--- config.mk ---
export PLATFORM = sky130hd
export DESIGN_NAME = if_id_stage_buffer_flat
export DESIGN_NICKNAME = d
export VERILOG_FILES = /design/src/rtl/if_id_stage_buffer_if.sv /design/src/rtl/if_id_stage_buffer.sv /design/src/flat_wrapper.sv
export SDC_FILE = /design/constraint.sdc
export NUM_CORES = 1
export LEC_CHECK = 0
export ABC_AREA = 1
export ABC_CLOCK_PERIOD_IN_PS = 2000
export CAP_MARGIN = 20
export CORE_ASPECT_RATIO = 1.25
export CORE_MARGIN = 3
export CORE_UTILIZATION = 30
export DETAILED_ROUTE_END_ITERATION = 10
export DONT_BUFFER_PORTS = 1
export GPL_ROUTABILITY_DRIVEN = 0
export HOLD_SLACK_MARGIN = 0.03
export SYNTH_ARGS = -nofsm -noshare
export SYNTH_HDL_FRONTEND = slang
export SYNTH_SLANG_ARGS = --single-unit
--- constraint.sdc ---
create_clock -name clock -period 2 [get_ports clock]
set_input_delay 0.5 -clock clock [delete_from_list [all_inputs] [get_ports clock]]
set_output_delay 0.5 -clock clock [all_outputs]
set_load 0.01 [all_outputs]
--- src/rtl/if_id_stage_buffer_if.sv ---
// Fetch-to-decode bundle for the IF/ID stage buffer.
// The master side is the fetch/decode environment and the slave side is the buffer.
interface if_id_stage_buffer_if #(
  parameter int INSTR_W = 20,
  parameter int PC_W    = 16,
  parameter int OP_W    = 4,
  parameter int DEPTH   = 2
);
  localparam int OCC_W = $clog2(DEPTH) + 1;

  logic               in_valid;
  logic [INSTR_W-1:0] instruction;
  logic [PC_W-1:0]    pc_in;
  logic               in_ready;
  logic               IF_ID_Hold;
  logic               flush;
  logic               out_ready;
  logic               out_valid;
  logic [INSTR_W-1:0] instructionPropagation;
  logic [PC_W-1:0]    pc_out;
  logic [OP_W-1:0]    opA;
  logic [OP_W-1:0]    opB;
  logic [OCC_W-1:0]   occupancy;

  modport master (
    output in_valid, instruction, pc_in, IF_ID_Hold, flush, out_ready,
    input  in_ready, out_valid, instructionPropagation, pc_out, opA, opB, occupancy
  );

  modport slave (
    input  in_valid, instruction, pc_in, IF_ID_Hold, flush, out_ready,
    output in_ready, out_valid, instructionPropagation, pc_out, opA, opB, occupancy
  );
endinterface

--- src/rtl/if_id_stage_buffer.sv ---
// IF/ID pipeline stage: a DEPTH-entry FIFO of {instruction, pc} that lets fetch run ahead
// of a stalled decode, presenting the head entry and its opA/opB fields.
module if_id_stage_buffer #(
  parameter int                 INSTR_W   = 20,
  parameter int                 PC_W      = 16,
  parameter int                 OP_W      = 4,
  parameter int                 OPA_LSB   = 8,
  parameter int                 OPB_LSB   = 4,
  parameter int                 DEPTH     = 2,
  parameter logic [INSTR_W-1:0] NOP_INSTR = '0
) (
  input logic                 clock,
  input logic                 reset,
  if_id_stage_buffer_if.slave bus
);
  localparam int PTR_W = $clog2(DEPTH);
  localparam int CNT_W = PTR_W + 1;

  logic [INSTR_W-1:0] instr_mem [DEPTH];
  logic [PC_W-1:0]    pc_mem    [DEPTH];
  logic [PTR_W-1:0]   rd_ptr;
  logic [PTR_W-1:0]   wr_ptr;
  logic [CNT_W-1:0]   count;

  logic               in_ready;
  logic               push;
  logic               pop;
  logic               head_valid;
  logic [INSTR_W-1:0] head_instr;
  logic [PC_W-1:0]    head_pc;

  // Handshake: a transfer happens on a rising edge where valid and ready are both high.
  // in_ready is a function of registered count, reset and flush only (never of in_valid);
  // a pop needs out_valid && out_ready with no decode hold. Full means not ready, even if
  // the head is being consumed in the same cycle.
  assign in_ready   = reset && (count < CNT_W'(DEPTH)) && !bus.flush;
  assign push       = bus.in_valid && in_ready;
  assign head_valid = (count != '0);
  assign pop        = head_valid && bus.out_ready && !bus.IF_ID_Hold;

  always_ff @(posedge clock or negedge reset) begin
    if (!reset) begin
      count  <= '0;
      rd_ptr <= '0;
      wr_ptr <= '0;
      for (int i = 0; i < DEPTH; i++) begin
        instr_mem[i] <= NOP_INSTR;
        pc_mem[i]    <= '0;
      end
    end else if (bus.flush) begin
      count  <= '0;
      rd_ptr <= '0;
      wr_ptr <= '0;
    end else begin
      if (push) begin
        instr_mem[wr_ptr] <= bus.instruction;
        pc_mem[wr_ptr]    <= bus.pc_in;
        wr_ptr            <= wr_ptr + PTR_W'(1);
      end
      if (pop) begin
        rd_ptr <= rd_ptr + PTR_W'(1);
      end
      case ({push, pop})
        2'b10:   count <= count + CNT_W'(1);
        2'b01:   count <= count - CNT_W'(1);
        default: count <= count;
      endcase
    end
  end

  // Head is a mux over storage flops; an empty buffer shows the NOP so decode never sees stale data.
  assign head_instr = head_valid ? instr_mem[rd_ptr] : NOP_INSTR;
  assign head_pc    = head_valid ? pc_mem[rd_ptr]    : '0;

  assign bus.in_ready               = in_ready;
  assign bus.out_valid              = head_valid;
  assign bus.occupancy              = count;
  assign bus.instructionPropagation = head_instr;
  assign bus.pc_out                 = head_pc;
  assign bus.opA                    = head_instr[OPA_LSB +: OP_W];
  assign bus.opB                    = head_instr[OPB_LSB +: OP_W];
endmodule

--- src/flat_wrapper.sv ---
// flat-port wrapper written by rule: the top's interface ports become plain ports
module if_id_stage_buffer_flat 
#(
  parameter int                 INSTR_W   = 20,
  parameter int                 PC_W      = 16,
  parameter int                 OP_W      = 4,
  parameter int                 OPA_LSB   = 8,
  parameter int                 OPB_LSB   = 4,
  parameter int                 DEPTH     = 2,
  parameter logic [INSTR_W-1:0] NOP_INSTR = '0
)
  (clock, reset, bus_in_valid, bus_instruction, bus_pc_in, bus_IF_ID_Hold, bus_flush, bus_out_ready, bus_in_ready, bus_out_valid, bus_instructionPropagation, bus_pc_out, bus_opA, bus_opB, bus_occupancy);
  if_id_stage_buffer_if #(.INSTR_W(INSTR_W), .PC_W(PC_W), .OP_W(OP_W), .DEPTH(DEPTH)) bus_i ();
  input logic clock;
  input logic reset;
  input wire logic [$bits(bus_i.in_valid)-1:0] bus_in_valid;
  input wire logic [$bits(bus_i.instruction)-1:0] bus_instruction;
  input wire logic [$bits(bus_i.pc_in)-1:0] bus_pc_in;
  input wire logic [$bits(bus_i.IF_ID_Hold)-1:0] bus_IF_ID_Hold;
  input wire logic [$bits(bus_i.flush)-1:0] bus_flush;
  input wire logic [$bits(bus_i.out_ready)-1:0] bus_out_ready;
  output wire logic [$bits(bus_i.in_ready)-1:0] bus_in_ready;
  output wire logic [$bits(bus_i.out_valid)-1:0] bus_out_valid;
  output wire logic [$bits(bus_i.instructionPropagation)-1:0] bus_instructionPropagation;
  output wire logic [$bits(bus_i.pc_out)-1:0] bus_pc_out;
  output wire logic [$bits(bus_i.opA)-1:0] bus_opA;
  output wire logic [$bits(bus_i.opB)-1:0] bus_opB;
  output wire logic [$bits(bus_i.occupancy)-1:0] bus_occupancy;
  assign bus_i.in_valid = bus_in_valid;
  assign bus_i.instruction = bus_instruction;
  assign bus_i.pc_in = bus_pc_in;
  assign bus_i.IF_ID_Hold = bus_IF_ID_Hold;
  assign bus_i.flush = bus_flush;
  assign bus_i.out_ready = bus_out_ready;
  assign bus_in_ready = bus_i.in_ready;
  assign bus_out_valid = bus_i.out_valid;
  assign bus_instructionPropagation = bus_i.instructionPropagation;
  assign bus_pc_out = bus_i.pc_out;
  assign bus_opA = bus_i.opA;
  assign bus_opB = bus_i.opB;
  assign bus_occupancy = bus_i.occupancy;
  if_id_stage_buffer #(.INSTR_W(INSTR_W), .PC_W(PC_W), .OP_W(OP_W), .OPA_LSB(OPA_LSB), .OPB_LSB(OPB_LSB), .DEPTH(DEPTH), .NOP_INSTR(NOP_INSTR)) u_core (.clock(clock), .reset(reset), .bus(bus_i));
endmodule
# After elaboration in Yosys (flattened, before gate mapping)
# Index checks and enable logic that the tools add are counted.
dict set report op_classes {
  n_bitwise 3
  addsub 4
  mul 0
  eq_ne 2
  n_reduce_logical 13
  muxes 20
  magnitude_cmp 4
  shifts 0
  div_mod_pow 0
}
# operator n
set ops {}
lappend ops {{$mux 20} 5}
lappend ops {{$mux 16} 5}
lappend ops {{$bwmux 40} 1}
lappend ops {{$bwmux 32} 1}
lappend ops {{$demux 20 s1} 1}
lappend ops {{$demux 16 s1} 1}
lappend ops {{$logic_and 1x1->1} 6}
lappend ops {{$reduce_bool 2->1} 3}
lappend ops {{$ge 2x2->1 const B} 2}
lappend ops {{$mux 1} 4}
lappend ops {{$not 1->2} 2}
lappend ops {{$pmux 2 s2} 1}
lappend ops {{$reduce_bool 3->1} 1}
lappend ops {{$add 1x1->1 const B} 2}
lappend ops {{$add 2x1->2 const B} 1}
lappend ops {{$eq 2x1->1 const B} 1}
lappend ops {{$eq 2x2->1 const B} 1}
lappend ops {{$logic_not 1->1} 2}
lappend ops {{$lt 2x1->1 const B} 1}
lappend ops {{$lt 2x2->1 const B} 1}
lappend ops {{$mux 2} 1}
lappend ops {{$reduce_and 2->1} 1}
lappend ops {{$sub 2x1->2 const B} 1}
lappend ops {{$not 1->1} 1}
dict set report totals {
  mem_count 0
  rom_bits 0
  in_bits 42
  ff_bits 76
  ramBits 0
  latch_bits 0
  output_inout_bits 48
}

# Depth between registers and ports, before layout
# Gate-level depths: netlist of run 1.
dict set report depth {
  word_depth 7
  ltp_mapped 8
  depth_no_buf 8
}

# Least setup slack after synthesis of run 1
# Ideal clock, no wire load.
dict set report synth_timing {
  path_kind {register to output}
  from {register u_core.count[1] (netlist: u_core.bus.occupancy[1])}
  to {output bus_opA[0]}
  path_slack_ns 0.171
  arrival_time_ns 1.329
  n_path_buf 2
  stages_incl_launch_ff 5
  path_cell_list {dfrtp_1 nor2_2 clkbuf_1 a21oi_1 buf_4}
}
dict set report synth_via {
  elab_chain_cells 2
}
# element line
set synth_lines {}
lappend synth_lines {{start: declaration} if_id_stage_buffer.sv:23} ;# logic [CNT_W-1:0] count;
lappend synth_lines {{start signal: assignment} if_id_stage_buffer.sv:64} ;# 2'b10: count <= count + CNT_W'(1);
lappend synth_lines {{start signal: assignment} if_id_stage_buffer.sv:65} ;# 2'b01: count <= count - CNT_W'(1);
lappend synth_lines {{start signal: assignment} if_id_stage_buffer.sv:66} ;# default: count <= count;
lappend synth_lines {{$reduce_bool 2->1} if_id_stage_buffer.sv:38} ;# assign head_valid = (count != '0);
lappend synth_lines {{$mux 20} if_id_stage_buffer.sv:72} ;# assign head_instr = head_valid ? instr_mem[rd_ptr] : NOP_INSTR;
lappend synth_lines {{end: declaration} flat_wrapper.sv:26} ;# output wire logic [$bits(bus_i.opA)-1:0] bus_opA;
# No other way between the ends.

# Final worst setup path of run 1
dict set report layout_timing {
  from {register u_core.count[1] (netlist: u_core.bus.occupancy[1])}
  to {output bus_opA[2]}
}
# Same word-level chain as after synthesis.

==> metrics.md, run 1 <==
| Metric | Value |
|---|---|
| Run status | finished, violations left |
| Failing checks | negative hold slack |
| H-tree levels | 3 |
| Max Clk Rate | 0.5245 GHz |
| Final period util | 0.9533 |
| Synthesized area | 0.003641 mm2 |
| DPL Wire Length | roughly 5.3 mm |
| RR Startpoint | u_core.bus.occupancy[1]$_DFFE_PN0P_ |
| Final Slew Violations | 0 |
| Initial Util | 0.3105 |
| Gr ovfl total | 0 |
| Least-Margin Pin Slew | 1.002 ns |
| Seq. cell area | 0.001902 mm2 |
| PD cells | around 1500 mW/mm2 |
| Cell area after layout | 0.004041 mm2 |
| Via count | 2727 |
| Startpoint Class | flip-flop |
| Main synth FF type | dfrtp_1 |
| # DRC | 0 |
| First-pass DRT Iterations | 4 |
| Crit end category | output pin |
| Ports | 90 |
| Power, Total | 5.997 mW |
| Die ar. | 0.01350 mm2 |
| Post-Place Cell Area | 0.003766 mm2 |
| Synth cell types | 21 |
| Commonest non-fill, non-tap cell in the layout | nand2_1 |
| Setup Skew | about 0.0046 ns |
| Slew HR | 0.3321 |
| Multi-input gate area | 0.001374 mm2 |
| CTS Buf Count | 9 |
| Core Area | 0.01173 mm2 |
| Initial antenna violation count | 0 |
| Data arrival, critical path | roughly 1.4 ns |
| CTS root buf | clkbuf_16 |
| First-pass GRT wire length | between 10 and 15 mm |
| Placed cell count | 579 |
| Clk buf depth | 2 |
| Antenna-violating nets left | 0 |
| Yosys warnings | 0 |
| DR WL/cell | 13.44 um |
| Yosys reg bits | 76 |
| I/O Buffers | 0 |
| Vias in the first global route | approximately 2600 |
| Layout cells sized above 1 | 0.1728 |
| Worst r2r dst | u_core.instr_mem[30]$_DFFE_PN0P_ |
| CTS tree | done |
| RSZ-0062 raised after global routing | true |
| Starting DRT DRC Count | 153 |
| Kind of critical path | reg2out |
| Most frequent cells in the layout | nand2_1, dfrtp_1, inv_1 |
| Non-Filler Instances | 595 |
| Synthesized instance count | between 400 and 500 |
| Ant. Diodes | 0 |
| Max_cap viols | 0 |
| Clk Latency, worst-skew pair | approximately 0.32 ns |
| Hold Vio Cnt, Final | 76 |
| Min-delay worst type | in2async |
| R2r setup slk | 0.25 ns |
| Setup Buffers After CTS | 0 |
| CTS clk-pin slew, worst paths | 0.06 ns |
| Nets | 471 |
| Fill cells | 1228 |
| Register-to-Register Path Depth | 5 |
| Final wirelength | 7.995 mm |
| Worst ir drop on vdd | 0.5545 mV |
| WP data required | ~1.5 ns |
| Synth-to-layout area growth | 11.00% |
| Largest net degree at the start of global routing | 79 |
| Synth async-reset ratio | 1.000 |
| Sink Count | 76 |
| Post-DR vias/cell | 4.583 |
| Hold_ws | -0.1267 ns |
| Setup_tns | 0 ns |
| P_leak | between 1.5 and 2 nW |
| Tmin final | 1.907 ns |
| Worst-path maximum fanout | 21 |
| EDFF count, synth | 0 |
| Sequential share of the synthesized area | 0.5223 |
| Worst Setup SP | u_core.bus.occupancy[1]$_DFFE_PN0P_ |
| Syn nets | between 400 and 500 |
| GRT Resource Usage Total | 0.1233 |
| Chip height | 129.2 um |
| Avg Synthesized Cell Area | 8.409 um2 |
| Die width | 104.5 um |
| Row count | 44 |
| Final setup vio count | 0 |
[sequential cells by signal, indices dropped and copies added (netlist names)]
signal and count:
u_core.pc_mem 32, u_core.rd_ptr 1, u_core.bus.occupancy 2, u_core.instr_mem 40, u_core.wr_ptr 1
[cell families after synthesis]
logic type,after synthesis,share of synthesized area
AND/OR/NAND/NOR,169,0.1818
flip-flops,76,0.5223
buffers and inverters,77,0.1055
AO/OA/AOI/OAI,111,0.1904
[power by group]
group	internal (mW)	total, mW	switching [mW]
Combinational	0.729	1.92	1.19
Sequential	2.25	2.62	0.376
Clock	0.871	1.45	0.583
Total	3.85	6.00	2.15
[synthesized netlist by cell type, types with 2 or more instances]
| cell | n | area (um2) |
|---|---|---|
| buf_1 | 6 | 22.52 |
| nand2_1 | 156 | 585.6 |
| nor2_2 | 3 | 18.77 |
| buf_2 | 4 | 20.02 |
| clkbuf_1 | 7 | 26.28 |
| nor2_1 | 2 | 7.510 |
| buf_6 | 8 | 90.09 |
| nand4_1 | 2 | 12.51 |
| a21oi_1 | 37 | 185.2 |
| nand3_1 | 3 | 15.01 |
| o21ai_2 | 36 | 315.3 |
| inv_1 | 43 | 161.4 |
| buf_4 | 8 | 60.06 |
| dfrtp_1 | 76 | 1902 |
| o21ai_0 | 31 | 155.2 |
| o21ai_1 | 6 | 30.03 |
[worst max-delay path by stage]
stage | end | slack [ns] | cells past startpoint
floorplan | bus_opA[0] | 0.17 | 4
global placement | u_core.pc_mem[25]$_DFFE_PN0P_ | 0.26 | 5
detailed placement | u_core.pc_mem[28]$_DFFE_PN0P_ | 0.21 | 5
CTS | bus_pc_out[6] | 0.03 | 4
global route | bus_instructionPropagation[6] | -0.05 | 5
finish | bus_opA[2] | 0.09 | 4
[area by class of cell]
class / instances / area share
Inverter: 44 / 0.04087
Tap cell: 161 / 0.04985
Clock buffer: 14 / 0.06285
Multi-Input combinational cell: 280 / 0.3399
Sequential cell: 76 / 0.4706
Timing Repair Buffer: 18 / 0.03344
Clock inverter: 2 / 0.002477
[through the flow]
step           worst slack (ns)  hold WS (ns)    util
6_report                0.09330       -0.1267  0.3446
5_1_grt                -0.04592       -0.1565  0.3446
4_1_cts                 0.03000       -0.1511  0.3437
3_5_place_dp             0.2065        0.2083  0.3212
3_3_place_gp             0.2605        0.2080  0.3212
2_1_floorplan            0.1709        0.2044       -
[per-layer routing]
layer | global-route usage | up-vias | share of wire
met5 | 0 | - | 0
met2 | 0.2061 | 82 | 0.48
met1 | 0.1498 | 1287 | 0.44
met3 | 0.04136 | 9 | 0.062
li1 | - | 1349 | -
met4 | 0.04304 | 0 | 0.012
[what timing repair did]
action | CTS | global route
setup endpoints to repair | 0 | 17
hold endpoints to repair | 76 | 76
gates resized for setup | 0 | 3
[critical path: stages, from the launching register on]
cell     delay [ns]
dfrtp_1        0.43
nor2_4         0.13
buf_4          0.27
a21oi_1        0.08
buf_4          0.17
No activity file was read; power rests on OpenSTA's default activity.
==> run 2: changes to the inputs <==
--- a/config.mk
+++ b/config.mk
@@ -5,16 +5,16 @@
 export SDC_FILE = /design/constraint.sdc
 export NUM_CORES = 1
 export LEC_CHECK = 0
-export ABC_AREA = 1
 export ABC_CLOCK_PERIOD_IN_PS = 2000
 export CAP_MARGIN = 20
 export CORE_ASPECT_RATIO = 1.25
 export CORE_MARGIN = 3
-export CORE_UTILIZATION = 30
+export CORE_UTILIZATION = 50
 export DETAILED_ROUTE_END_ITERATION = 10
 export DONT_BUFFER_PORTS = 1
 export GPL_ROUTABILITY_DRIVEN = 0
 export HOLD_SLACK_MARGIN = 0.03
+export SLEW_MARGIN = 20
 export SYNTH_ARGS = -nofsm -noshare
 export SYNTH_HDL_FRONTEND = slang
 export SYNTH_SLANG_ARGS = --single-unit
==> run 2 against run 1 <==
  * The flow still finishes with violations (negative hold slack)
  * Wire length fell by 14%
  * Setup slack got worse by 0.032 ns
  * Final cell count down 38%
  * Largest cell class unchanged
  * Sequential power is 18% lower
==> metrics.md, run 2 <==
| Metric | Value |
|---|---|
| Run status | finished, violations left (unchanged) |
| Failing checks | negative hold slack (unchanged) |
| Synthesized instance count | 265 (was 433) |
| Clk Latency, worst-skew pair | 0.34 ns (was 0.32 ns) |
| H-tree levels | 3 (unchanged) |
| Synth async-reset ratio | 1.000 (unchanged) |
| Largest net degree at the start of global routing | 82 (was 79) |
| Max Clk Rate | 0.5159 GHz (was 0.5245 GHz) |
| CP max stage delay | 0.40 ns (was 0.43 ns) |
| Fill cells | 608 (was 1228) |
| Layout cells sized above 1 | 0.4413 (was 0.1728) |
| Largest register by flop count | u_core.instr_mem (unchanged) |
| Avg Synthesized Cell Area | 13.76 um2 (was 8.409 um2) |
| Clk buf depth | 2 (unchanged) |
| DR WL/cell | 18.45 um (was 13.44 um) |
| Top cell type's share of synthesized area | 0.5214 (was 0.5223) |
| GRT Resource Usage Total | 0.1730 (was 0.1233) |
| Final cell utilization of the core | 0.5783 (was 0.3446) |
| Yosys warnings | 0 (unchanged) |
| Least-Margin Pin Slew | 0.3758 ns (was 1.002 ns) |
| PD cells | 1039 mW/mm2 (was 1484 mW/mm2) |
| Ranking of synthesized cells by area | dfrtp_1, mux2_2, mux2_4 (was dfrtp_1, nand2_1, o21ai_2) |
| Via count | 2032 (was 2727) |
| Die ar. | 0.008362 mm2 (was 0.01350 mm2) |
| Compound-Gate Fraction of Synth Area | 0.009262 (was 0.1904) |
| Synth-to-layout area growth | 11.29% (was 11.00%) |
| # DRC | 0 (unchanged) |
| First-pass GRT wire length | 10.95 mm (was 13.37 mm) |
| Worst-path maximum fanout | 11 (was 21) |
| Slew HR | 0.7489 (was 0.3321) |
| Initial antenna violation count | 0 (unchanged) |
| Buffers & Inverters on Critical Path | 3 (was 2) |
| I/O Buffers | 0 (unchanged) |
| Synth cell types | 28 (was 21) |
| Hold Vio Cnt, Final | 76 (unchanged) |
| Most numerous cell in the Yosys netlist | dfrtp_1 (was nand2_1) |
| Min-delay worst type | in2async (unchanged) |
| Final period util | 0.9691 (was 0.9533) |
| Slowest cell on crit path | dfrtp_1 (unchanged) |
| Final setup vio count | 0 (unchanged) |
| Seq. cell area | 0.001904 mm2 (was 0.001902 mm2) |
| Startpoint Class | flip-flop (unchanged) |
| Setup Skew | 0.01063 ns (was 0.004599 ns) |
| EDFF count, synth | 0 (unchanged) |
| Nets | 318 (was 471) |
| Post-Synth Simple-Gate Area | 0.06449 (was 0.1818) |
| WP data required | 1.50 ns (about the same) |
| Yosys reg bits | 76 (unchanged) |
| Most frequent cells in the layout | dfrtp_1, mux2_2, mux2i_1 (was nand2_1, dfrtp_1, inv_1) |
| Main synth FF type | dfrtp_1 (unchanged) |
| Worst path cell trace | buf_6, nor2_4, buf_12, nor2_1, buf_4 (was nor2_4, buf_4, a21oi_1, buf_4) |
| Largest register FFs | 40 (unchanged) |
| Multi-input gate area | 0.001589 mm2 (was 0.001374 mm2) |
| Gr ovfl total | 0 (unchanged) |
| Data arrival, critical path | 1.44 ns (was 1.41 ns) |
| Kind of critical path | reg2out (unchanged) |
| Core Area | 0.007019 mm2 (was 0.01173 mm2) |
| Synth Area in Adders | 0 (unchanged) |
| Ant. Diodes | 0 (unchanged) |
| Commonest non-fill, non-tap cell in the layout | dfrtp_1 (was nand2_1) |
| Multiplexer area fraction after synthesis | 0.3520 (was 0) |
| Hold_ws | -0.1553 ns (was -0.1267 ns) |
| First-pass DRT Iterations | 4 (unchanged) |
| CTS Buf Count | 9 (unchanged) |
| CP top delay family | buffers and inverters (unchanged) |
| P_leak | 1.803 nW (was 1.961 nW) |
| Ports | 90 (unchanged) |
| Tmin final | 1.938 ns (was 1.907 ns) |
| Antenna-violating nets left | 0 (unchanged) |
| CTS root buf | clkbuf_8 (was clkbuf_16) |
| Vias in the first global route | 2179 (was 2626) |
| Chip height | 101.5 um (was 129.2 um) |
| Syn nets | 307 (was 475) |
| Sink Count | 76 (unchanged) |
| Row count | 34 (was 44) |
| Synth area leader | dfrtp_1 (unchanged) |
| Largest family of logic cells by synthesized area | multiplexers (was compound AO/OA/AOI/OAI gates) |
| Initial Util | 0.5196 (was 0.3105) |
| CTS tree | done (unchanged) |
| DPL Wire Length | 4.513 mm (was 5.287 mm) |
| Crit end category | output pin (unchanged) |
| Post-synth top cells | dfrtp_1, mux2_2, nor2_1 (was nand2_1, dfrtp_1, inv_1) |
| Final wirelength | 6.844 mm (was 7.995 mm) |
| Post-Synth XOR/XNOR Area | 0.002401 (was 0) |
| Starting DRT DRC Count | 97 (was 153) |
| Post-DR vias/cell | 5.477 (was 4.583) |
| CTS clk-pin slew, worst paths | 0.08 ns (was 0.06 ns) |
| Worst ir drop on vdd | 0.4608 mV (was 0.5545 mV) |
| Synthesized area | 0.003647 mm2 (was 0.003641 mm2) |
| Die width | 82.39 um (was 104.5 um) |
| Sequential share of the synthesized area | 0.5214 (was 0.5223) |
| Final Slew Violations | 0 (unchanged) |
| Max_cap viols | 0 (unchanged) |
==> run 2: cell type report <==
cell class | instances | share of cell area
multi-input combinational | 165 | 0.3915
tap | 90 | 0.02774
sequential | 76 | 0.4692
clock inverter | 6 | 0.01572
inverter | 1 | 0.0009248
clock buffer | 10 | 0.03391
timing repair buffer | 23 | 0.06104
==> run 2: power by group <==
part / internal [mW] / leakage (nW) / total, mW / switching (mW)
clock network: 0.608 / 0.0983 / 1.16 / 0.556
registers: 1.94 / 0.933 / 2.16 / 0.214
logic: 0.576 / 0.772 / 0.897 / 0.322
==> run 2: what timing repair did <==
action,CTS,global route
gates cloned,0,1
pin swaps,0,1
endpoints found under the hold margin,76,76
resized for setup,2,12
setup endpoints to repair,6,16
buffers inserted,1,1
==> run 2: metal layers <==
| layer | track usage | routed length [um] |
|---|---|---|
| met1 | 0.2262 | 2926 |
| met2 | 0.2673 | 3332 |
| met3 | 0.04982 | 511 |
| met4 | 0.07289 | 74 |
| met5 | 0 | 0 |
==> run 2: metrics by stage <==
step,std cells,total power [mW],instance area [um2],setup TNS (ns),setup slack [ns]
6_report,371,4.218,4059,0,0.06172
5_1_grt,371,4.463,4059,-0.008342,-0.004174
4_1_cts,369,4.233,3993,-0.01115,-0.006470
3_5_place_dp,352,3.053,3776,0,0.03684
3_3_place_gp,352,3.019,3776,0,0.06835
2_1_floorplan,265,2.884,3649,0,0.005820
==> run 2: cell families after synthesis <==
logic type | Yosys count
AO/OA/AOI/OAI | 6
buffers and inverters | 24
XOR/XNOR | 1
multiplexers | 108
flip-flops | 76
AND/OR/NAND/NOR | 50
==> run 2: worst paths after layout <==
kind,start,to,slack (ns),cells past startpoint
setup / recovery,u_core.bus.occupancy[1]$_DFFE_PN0P_,bus_instructionPropagation[11],0.06,5
hold / removal,reset,u_core.instr_mem[16]$_DFFE_PN0P_,-0.16,0
setup reg to reg,u_core.wr_ptr$_DFFE_PN0P_,u_core.instr_mem[7]$_DFFE_PN0P_,0.23,3
hold reg to reg,u_core.pc_mem[18]$_DFFE_PN0P_,u_core.pc_mem[18]$_DFFE_PN0P_,0.50,1
max in group asynchronous,reset,u_core.instr_mem[5]$_DFFE_PN0P_,2.03,0
min in group clock,bus_flush,u_core.bus.occupancy[0]$_DFFE_PN0P_,0.21,1
